`src/rtl/dmem_arbiter.sv`:
```
// Two-port data-memory arbiter: IDLE -> ACCESS -> DONE, one memory access per three cycles.
// Define DMEM_ARB_RR_EN for round-robin arbitration; otherwise port 0 has fixed priority.
module dmem_arbiter #(
    parameter int ADDR_W = 10,
    parameter int DATA_W = 48
) (
    input  logic              clk,
    input  logic              rst_n,
    input  logic              p0_req,
    input  logic              p0_we,
    input  logic [ADDR_W-1:0] p0_addr,
    input  logic [DATA_W-1:0] p0_wdata,
    output logic              p0_ack,
    output logic [DATA_W-1:0] p0_rdata,
    input  logic              p1_req,
    input  logic              p1_we,
    input  logic [ADDR_W-1:0] p1_addr,
    input  logic [DATA_W-1:0] p1_wdata,
    output logic              p1_ack,
    output logic [DATA_W-1:0] p1_rdata,
    output logic [ADDR_W-1:0] mem_address,
    output logic [DATA_W-1:0] mem_write_data,
    output logic              mem_read,
    output logic              mem_write,
    input  logic [DATA_W-1:0] mem_read_data,
    output logic              busy
);

    typedef enum logic [1:0] {
        IDLE   = 2'd0,
        ACCESS = 2'd1,
        DONE   = 2'd2
    } state_t;

    state_t              state_reg, state_next;
    logic                we_reg, we_next;
    logic [ADDR_W-1:0]   addr_reg, addr_next;
    logic [DATA_W-1:0]   wdata_reg, wdata_next;
    logic [DATA_W-1:0]   rdata_reg, rdata_next;
    logic                winner_reg, winner_next;
    logic                pick_p1;

`ifdef DMEM_ARB_RR_EN
    // Reset value 1 makes port 0 the first winner of a tie.
    logic                last_grant_reg;

    assign pick_p1 = p1_req && (!p0_req || !last_grant_reg);

    always_ff @(posedge clk or negedge rst_n) begin
        if (!rst_n) begin
            last_grant_reg <= 1'b1;
        end else if (state_reg == IDLE && (p0_req || p1_req)) begin
            last_grant_reg <= pick_p1;
        end
    end
`else
    assign pick_p1 = p1_req && !p0_req;
`endif

    always_ff @(posedge clk or negedge rst_n) begin
        if (!rst_n) begin
            state_reg  <= IDLE;
            we_reg     <= 1'b0;
            addr_reg   <= '0;
            wdata_reg  <= '0;
            rdata_reg  <= '0;
            winner_reg <= 1'b0;
        end else begin
            state_reg  <= state_next;
            we_reg     <= we_next;
            addr_reg   <= addr_next;
            wdata_reg  <= wdata_next;
            rdata_reg  <= rdata_next;
            winner_reg <= winner_next;
        end
    end

    always_comb begin
        state_next  = state_reg;
        we_next     = we_reg;
        addr_next   = addr_reg;
        wdata_next  = wdata_reg;
        rdata_next  = rdata_reg;
        winner_next = winner_reg;
        case (state_reg)
            IDLE: begin
                if (p0_req || p1_req) begin
                    winner_next = pick_p1;
                    we_next     = pick_p1 ? p1_we    : p0_we;
                    addr_next   = pick_p1 ? p1_addr  : p0_addr;
                    wdata_next  = pick_p1 ? p1_wdata : p0_wdata;
                    state_next  = ACCESS;
                end
            end
            ACCESS: begin
                if (!we_reg) begin
                    rdata_next = mem_read_data;
                end
                state_next = DONE;
            end
            DONE: begin
                state_next = IDLE;
            end
            default: begin
                state_next = IDLE;
            end
        endcase
    end

    // Address and write data are driven from the latch at all times so the bus stays quiet between accesses.
    assign mem_address    = addr_reg;
    assign mem_write_data = wdata_reg;
    assign mem_read       = (state_reg == ACCESS) && !we_reg;
    assign mem_write      = (state_reg == ACCESS) && we_reg;
    assign busy           = (state_reg != IDLE);

    logic [1:0]        ack_vec;
    logic [DATA_W-1:0] rdata_vec [2];

    for (genvar gi = 0; gi < 2; gi++) begin : g_port
        assign ack_vec[gi]   = (state_reg == DONE) && (winner_reg == 1'(gi));
        assign rdata_vec[gi] = (ack_vec[gi] && !we_reg) ? rdata_reg : '0;
    end

    assign p0_ack   = ack_vec[0];
    assign p1_ack   = ack_vec[1];
    assign p0_rdata = rdata_vec[0];
    assign p1_rdata = rdata_vec[1];

endmodule

```
`config.mk`:
```
export PLATFORM = sky130hd
export DESIGN_NAME = dmem_arbiter
export DESIGN_NICKNAME = d
export VERILOG_FILES = /design/src/rtl/dmem_arbiter.sv
export SDC_FILE = /design/constraint.sdc
export NUM_CORES = 1
export LEC_CHECK = 0
export CORE_ASPECT_RATIO = 0.6
export CORE_MARGIN = 2
export CORE_UTILIZATION = 30
export CTS_CLUSTER_SIZE = 25
export DETAILED_ROUTE_END_ITERATION = 10
export GPL_TIMING_DRIVEN = 0
export PLACE_DENSITY = 0.7
export SLEW_MARGIN = 20
export SYNTH_ARGS = -nofsm -noshare
export SYNTH_HDL_FRONTEND = slang
export SYNTH_SLANG_ARGS = --single-unit
export TNS_END_PERCENT = 100
```
`constraint.sdc`:
```
create_clock -name clk -period 1.9 [get_ports clk]
set_input_delay 0.38 -clock clk [delete_from_list [all_inputs] [get_ports clk]]
set_output_delay 0.38 -clock clk [all_outputs]
set_load 0.02 [all_outputs]
```
==> qor.yml, run 1 <==
status: "complete, but fails checks"
violations: "setup timing"
insertion_delay_ns: 0.35
antenna_found_initial: 0
synthDominantCellAreaShare_pct: 49.6
critical_path_class: "reg2out"
ys_types: 16
htreeDepth: 3
min_period_ns: 2.18
max_cap_viol_count: 0
rrSetupSlack_ns: 0.14
power_mw: 13.4
drive_above_1_share_pct: 53.3
slew_violations: 0
first_iter_violations: 79
num_rows: 38
cts_tree: "yes"
portBuffers: 328
endpoint: "p1_rdata[43]"
clk_pin_slew_ns: 0.07
arrival_ns: 1.80
grt_max_degree: 78
nets: 943
syn_area_per_cell_um2: 13.4
antenna_cells: 0
crit_path_start_kind: "flip-flop"
die_width_um: 180
synth_ff_type: "dfrtp_1"
wl_um: 17700
grt_setup_unrepaired: "yes"
endpoint_kind: "output port"
yosys_warnings: 0
num_vias: 4554
grt.total_usage_pct: 17.2
grt_overflow: 0
ys_top_cells_by_count: "mux2_2 (146), dfrtp_1 (110), and2_1 (97)"
grt_pass1_wl_um: 26600
fillCellCount: 1504
static-leakage-power_nw: 4.39
async_flop_share_pct: 100
cts-buffers-inserted: 9
yosys.area.top_type: "dfrtp_1"
initial_core_util_pct: 30.7
dp_worst_setup_slack_ns: -0.829
p_per_area_nw_per_um2: 1330
gp_congestion: 0.760
regToRegEndpoint: "mem_write_data[38]$_DFFE_PN0P_"
finalHoldViolations: 0
pin_count: 329
clock_skew_ns: 0.0120
synthTopCellsByArea: "dfrtp_1 (50%), mux2_2 (30%), and2_1 (11%)"
worst_slew_pin_slew_ns: 0.402
syn-instance-count: 414
design_area_um2: 10100
hpwl_um: 13500
cts_sinks: 110
crit_path_start: "state_reg[0]$_DFFE_PN0P_"
max_slew_margin_pct: 73.2
finalSetupViolations: 96
setup_slack_ns: -0.275
synth_area_um2: 5550
ant_nets: 0
place_area_um2: 9220
ir_worst_vdd_mv: 0.586
clock_path_buffers: 2
r2r-start: "state_reg[0]$_DFFE_PN0P_"
grt_pass1_vias: 4874
fin_crit_sh_pct: 114
syn_nets: 584
dr.pass1.iters: 4
drt-vias-per-instance: 4.47
ys_seq_area_share_pct: 49.6
cp_max_fo: 6
post-synth-top-count-cell: "mux2_2"
die_area_um2: 19600
crit_required_ns: 1.52
wl_per_cell_um: 17.4
ys_seq_elements: 110
cts_root_buffer: "clkbuf_16"
synthToLayoutAreaGrowth_pct: 81.3
drc_errors: 0
fmax_mhz: 460
fin_hold_ws_ns: 0.482
core-area_um2: 18100
reg2reg_depth: 5
hold_path.class: "in2async"
synth_edf_count: 0
die_h_um: 109
==> per-stage QoR <==
stage	setup TNS, ns	instances	utilization, %
after floorplan	0	414	-
final	-18.44	1018	55.6
after global routing	-28.20	1018	55.6
after global placement	-496.71	982	50.8
after CTS	-27.37	1009	53.8
after detailed placement	-76.08	983	50.9
==> worst min path at each step <==
stage                                     end  depth (start not counted)
2_1_floorplan      mem_address[0]$_DFFE_PN0P_                          0
3_3_place_gp    mem_write_data[0]$_DFFE_PN0P_                          1
3_5_place_dp   mem_write_data[20]$_DFFE_PN0P_                          1
4_1_cts        mem_write_data[15]$_DFFE_PN0P_                          2
5_1_grt        mem_write_data[15]$_DFFE_PN0P_                          2
6_report       mem_write_data[18]$_DFFE_PN0P_                          2
==> report_power, final <==
group	switching [mW]	total, mW	leakage (nW)	internal (mW)
Sequential	0.839	4.41	1.29	3.57
Combinational	2.96	6.99	2.94	4.03
Clock	0.876	1.98	0.156	1.11
==> logic make-up (layout without fill, tap and decap cells) <==
logic type / after synthesis / after routing / share of synthesized area, %
AO/OA/AOI/OAI: 3 / 3 / 0.316
flip-flops: 110 / 110 / 49.6
AND/OR/NAND/NOR: 105 / 105 / 12.0
multiplexers: 166 / 166 / 35.0
buffers and inverters: 30 / 394 / 3.09
==> final cells by class <==
class	count	area [um^2]	share of cell area, %
plain buffers	27	249	2.47
clock buffers	11	253	2.51
clock inverters	5	65.1	0.646
inverters	1	3.75	0.0373
multi-input cells	274	2840	28.2
flip-flops and latches	110	2750	27.3
well taps	240	300	2.98
repair buffers	350	3600	35.8
==> worst max-delay path: stages (launching register included) <==
cell,delay [ns]
dfrtp_1,0.43
and3b_2,0.26
and2b_4,0.22
buf_8,0.16
clkbuf_16,0.15
and2_4,0.14
buf_6,0.11
==> what timing repair did <==
item	in CTS	in global routing
endpoints found under the hold margin	33	0
pin swaps	3	16
gates resized for setup	519	180
hold buffers	1	0
cloned	1	4
endpoints found under the setup margin	101	113
buffers inserted	9	7
==> layout by cell type (no fill, tap or decap), types with 6 or more instances in the layout <==
master / Yosys / layout
and2_1: 97 / 16
and2_2: 0 / 8
and2_4: 0 / 73
buf_2: 14 / 16
buf_4: 1 / 19
buf_6: 5 / 97
buf_8: 0 / 6
clkbuf_16: 0 / 12
clkdlybuf4s50_1: 0 / 226
dfrtp_1: 110 / 110
mux2_2: 146 / 146
mux2_4: 20 / 20
==> routing by layer <==
| layer | global-route usage, % | vias up | wire, um |
|---|---|---|---|
| li1 | - | 2123 | - |
| met4 | 4.59 | 0 | 175 |
| met2 | 29.7 | 162 | 8770 |
| met3 | 5.20 | 14 | 1050 |
| met5 | 0 | - | 0 |
| met1 | 21.3 | 2255 | 7720 |
No activity file was read; power rests on OpenSTA's default activity.
==> inputs of run 2 (changes only) <==
--- a/config.mk
+++ b/config.mk
@@ -8,7 +8,7 @@
 export CORE_ASPECT_RATIO = 0.6
 export CORE_MARGIN = 2
 export CORE_UTILIZATION = 30
-export CTS_CLUSTER_SIZE = 25
+export CTS_BUF_LIST = sky130_fd_sc_hd__clkbuf_4
 export DETAILED_ROUTE_END_ITERATION = 10
 export GPL_TIMING_DRIVEN = 0
 export PLACE_DENSITY = 0.7
==> constraint.sdc (replaced) <==
create_clock -name clk -period 1.9 [get_ports clk]
set_input_delay 0.38 -clock clk [delete_from_list [all_inputs] [get_ports clk]]
set_output_delay 0.38 -clock clk [all_outputs]
set_load 0.1 [all_outputs]
==> run 2 against run 1 <==
Net effect:
- the run still ends with setup timing left
- sequential cell count did not move
- total power is 41% higher
- count of clock-buffer cells in the layout fell by 2
- wire length increased by 7.0%
- core utilization increased by 5.3 points
- maximum frequency down 9.0%
- highest routed layer unchanged
==> qor.yml, run 2 (synthesis gave the netlist of run 1 again) <==
first_iter_violations: 133  # +68%
hpwl_um: 13700  # +1.8%
gp_congestion: 0.818  # +7.6%
grt_pass1_wl_um: 28600  # +7.7%
dpl.cell_count: 983  # unchanged
reg2reg_depth: 6  # +1
wl_um: 19000  # +7.0%
fillCellCount: 1385  # -7.9%
dr.pass1.iters: 4  # unchanged
min_period_ns: 2.39  # +0.216 ns
drc_errors: 0  # unchanged
clock_skew_ns: 0.0101  # -0.00188 ns
finalSetupViolations: 98  # +2.1%
die_width_um: 180  # unchanged
wl_met2_um: 9520  # +8.5%
power_mw: 18.9  # +41%
pin_count: 329  # unchanged
grt_max_degree: 77  # -1.3%
core-area_um2: 18100  # unchanged
initial_core_util_pct: 30.7  # unchanged
cts_sinks: 110  # unchanged
grt.total_usage_pct: 18.8  # +1.5 points
antenna_found_initial: 1  # +1
cts_root_buffer: "clkbuf_4"
fin_hold_ws_ns: 0.353  # -0.129 ns
insertion_delay_ns: 0.46  # +0.11 ns
clock_path_buffers: 2  # unchanged
worst_slew_pin_slew_ns: 0.577  # +0.175 ns
p_per_area_nw_per_um2: 1710  # +29%
cp_max_fo: 6  # unchanged
met3_wirelength_um: 1150  # +9.2%
num_rows: 38  # unchanged
regToRegEndpoint: "rdata_reg[9]$_DFFE_PN0P_"
clk_pin_slew_ns: 0.17  # +0.10 ns
htreeDepth: 3  # unchanged
critical_path_class: "reg2out"
status: "complete, but fails checks"
cts-buffers-inserted: 9  # unchanged
arrival_ns: 2.01  # +0.21 ns
num_vias: 4624  # +1.5%
synthToLayoutAreaGrowth_pct: 98.5
drt-vias-per-instance: 4.52  # +0.94%
ir_worst_vdd_mv: 1.21  # +110%
r2r-start: "state_reg[0]$_DFFE_PN0P_"
drive_above_1_share_pct: 63.9  # +11 points
nets: 949  # +0.64%
fin_util_pct: 60.8  # +5.3 points
crit_required_ns: 1.52  # about the same
highest-signal-layer: "met4"
rrSetupSlack_ns: 0.10  # -0.04 ns
endpoint_kind: "output port"
grt_pass1_vias: 5063  # +3.9%
wl_met1_um: 8040  # +4.1%
violations: "setup timing"
cts_tree: "yes"
die_area_um2: 19600  # unchanged
setup_slack_ns: -0.491  # -0.216 ns
max_slew_margin_pct: 61.7  # -12 points
finalNonFillerCells: 1024  # +0.59%
final_cell_mix: "clkdlybuf4s50_1 (168), mux2_2 (146), dfrtp_1 (109)"
final_common_cell: "clkdlybuf4s50_1"
crit_path_start_kind: "flip-flop"
fmax_mhz: 418  # -9.0%
max_cap_viol_count: 0  # unchanged
fin_crit_sh_pct: 126  # +11 points
grt_setup_unrepaired: "yes"
grt_overflow: 0  # unchanged
portBuffers: 328  # unchanged
die_h_um: 109  # unchanged
wl_per_cell_um: 18.5  # +6.4%
fin_tns_setup_ns: -41.01  # -22.58 ns
ant_nets: 0  # unchanged
static-leakage-power_nw: 4.63  # +5.6%
hold_path.class: "in2async"
slew_violations: 0  # unchanged
finalHoldViolations: 0  # unchanged
-- run 2: cell types whose count changed in the layout (fill, tap and decap cells not counted), sizes merged --
cell / before / now
clkdlybuf4s15: 1 / 51
diode: 0 / 1
dlygate4sd2: 3 / 0
inv: 2 / 4
clkbuf: 18 / 19
clkdlybuf4s18: 0 / 6
buf: 139 / 147
bufinv: 1 / 0
clkdlybuf4s50: 226 / 168
-- run 2: worst max path at each step --
stage,endpoint,from,slack (ns),depth (start not counted)
global route,p0_rdata[47],winner_reg$_DFFE_PN0P_,-0.61,7
floorplan,p0_rdata[27],winner_reg$_DFFE_PN0P_,-0.68,5
global placement,rdata_reg[39]$_DFFE_PN0P_,rst_n,-3.98,1
detailed placement,p1_rdata[35],state_reg[0]$_DFFE_PN0P_,-1.56,6
CTS,p0_rdata[2],state_reg[1]$_DFFE_PN0P_,-0.54,7
finish,p1_rdata[30],state_reg[0]$_DFFE_PN0P_,-0.49,6
-- run 2: power by group --
| group | internal, mW | leakage, nW | total, mW | switching [mW] |
|---|---|---|---|---|
| sequential | 3.55 | 1.29 | 4.40 | 0.843 |
| clock | 0.279 | 0.0661 | 1.10 | 0.818 |
| combinational | 4.56 | 3.28 | 13.4 | 8.84 |
| total | 8.39 | 4.63 | 18.9 | 10.5 |
-- run 2: what timing repair did --
item,4_1_cts,5_1_grt
setup buffers,13,8
hold buffers,1,0
setup endpoints to repair,159,143
pin swaps,13,2
gates resized for setup,1133,32
gates cloned,3,3
hold endpoints to repair,34,0
-- run 2: layout make-up --
cell class / instances / area [um^2] / share of cell area, %
clock inverters: 6 / 46.3 / 0.420
clock buffers: 9 / 67.6 / 0.613
repair buffers: 356 / 4660 / 42.3
multi-input cells: 274 / 2900 / 26.3
inverters: 1 / 3.75 / 0.0341
well taps: 240 / 300 / 2.72
diodes: 1 / 2.50 / 0.0227
flip-flops and latches: 110 / 2750 / 25.0
plain buffers: 27 / 290 / 2.63
-- run 2: worst max-delay path: stages (launching register included) --
cell,delay (ns)
dfrtp_1,0.45
and3b_2,0.25
and2b_4,0.22
buf_8,0.16
clkbuf_16,0.15
and2_4,0.16
buf_12,0.17
-- run 2: stage by stage --
step | area, um^2 | setup WS, ns
global route | 11000 | -0.612
floorplan | 5800 | -0.676
CTS | 10900 | -0.539
finish | 11000 | -0.491
detailed placement | 9420 | -1.56
global placement | 9390 | -3.98
-- run 2: per-layer routing --
layer  track usage, %  vias to the layer above
met5                0                        -
met4             4.41                        0
met3             5.56                       17
met2             33.0                      176
met1             23.0                     2293
li1                 -                     2138
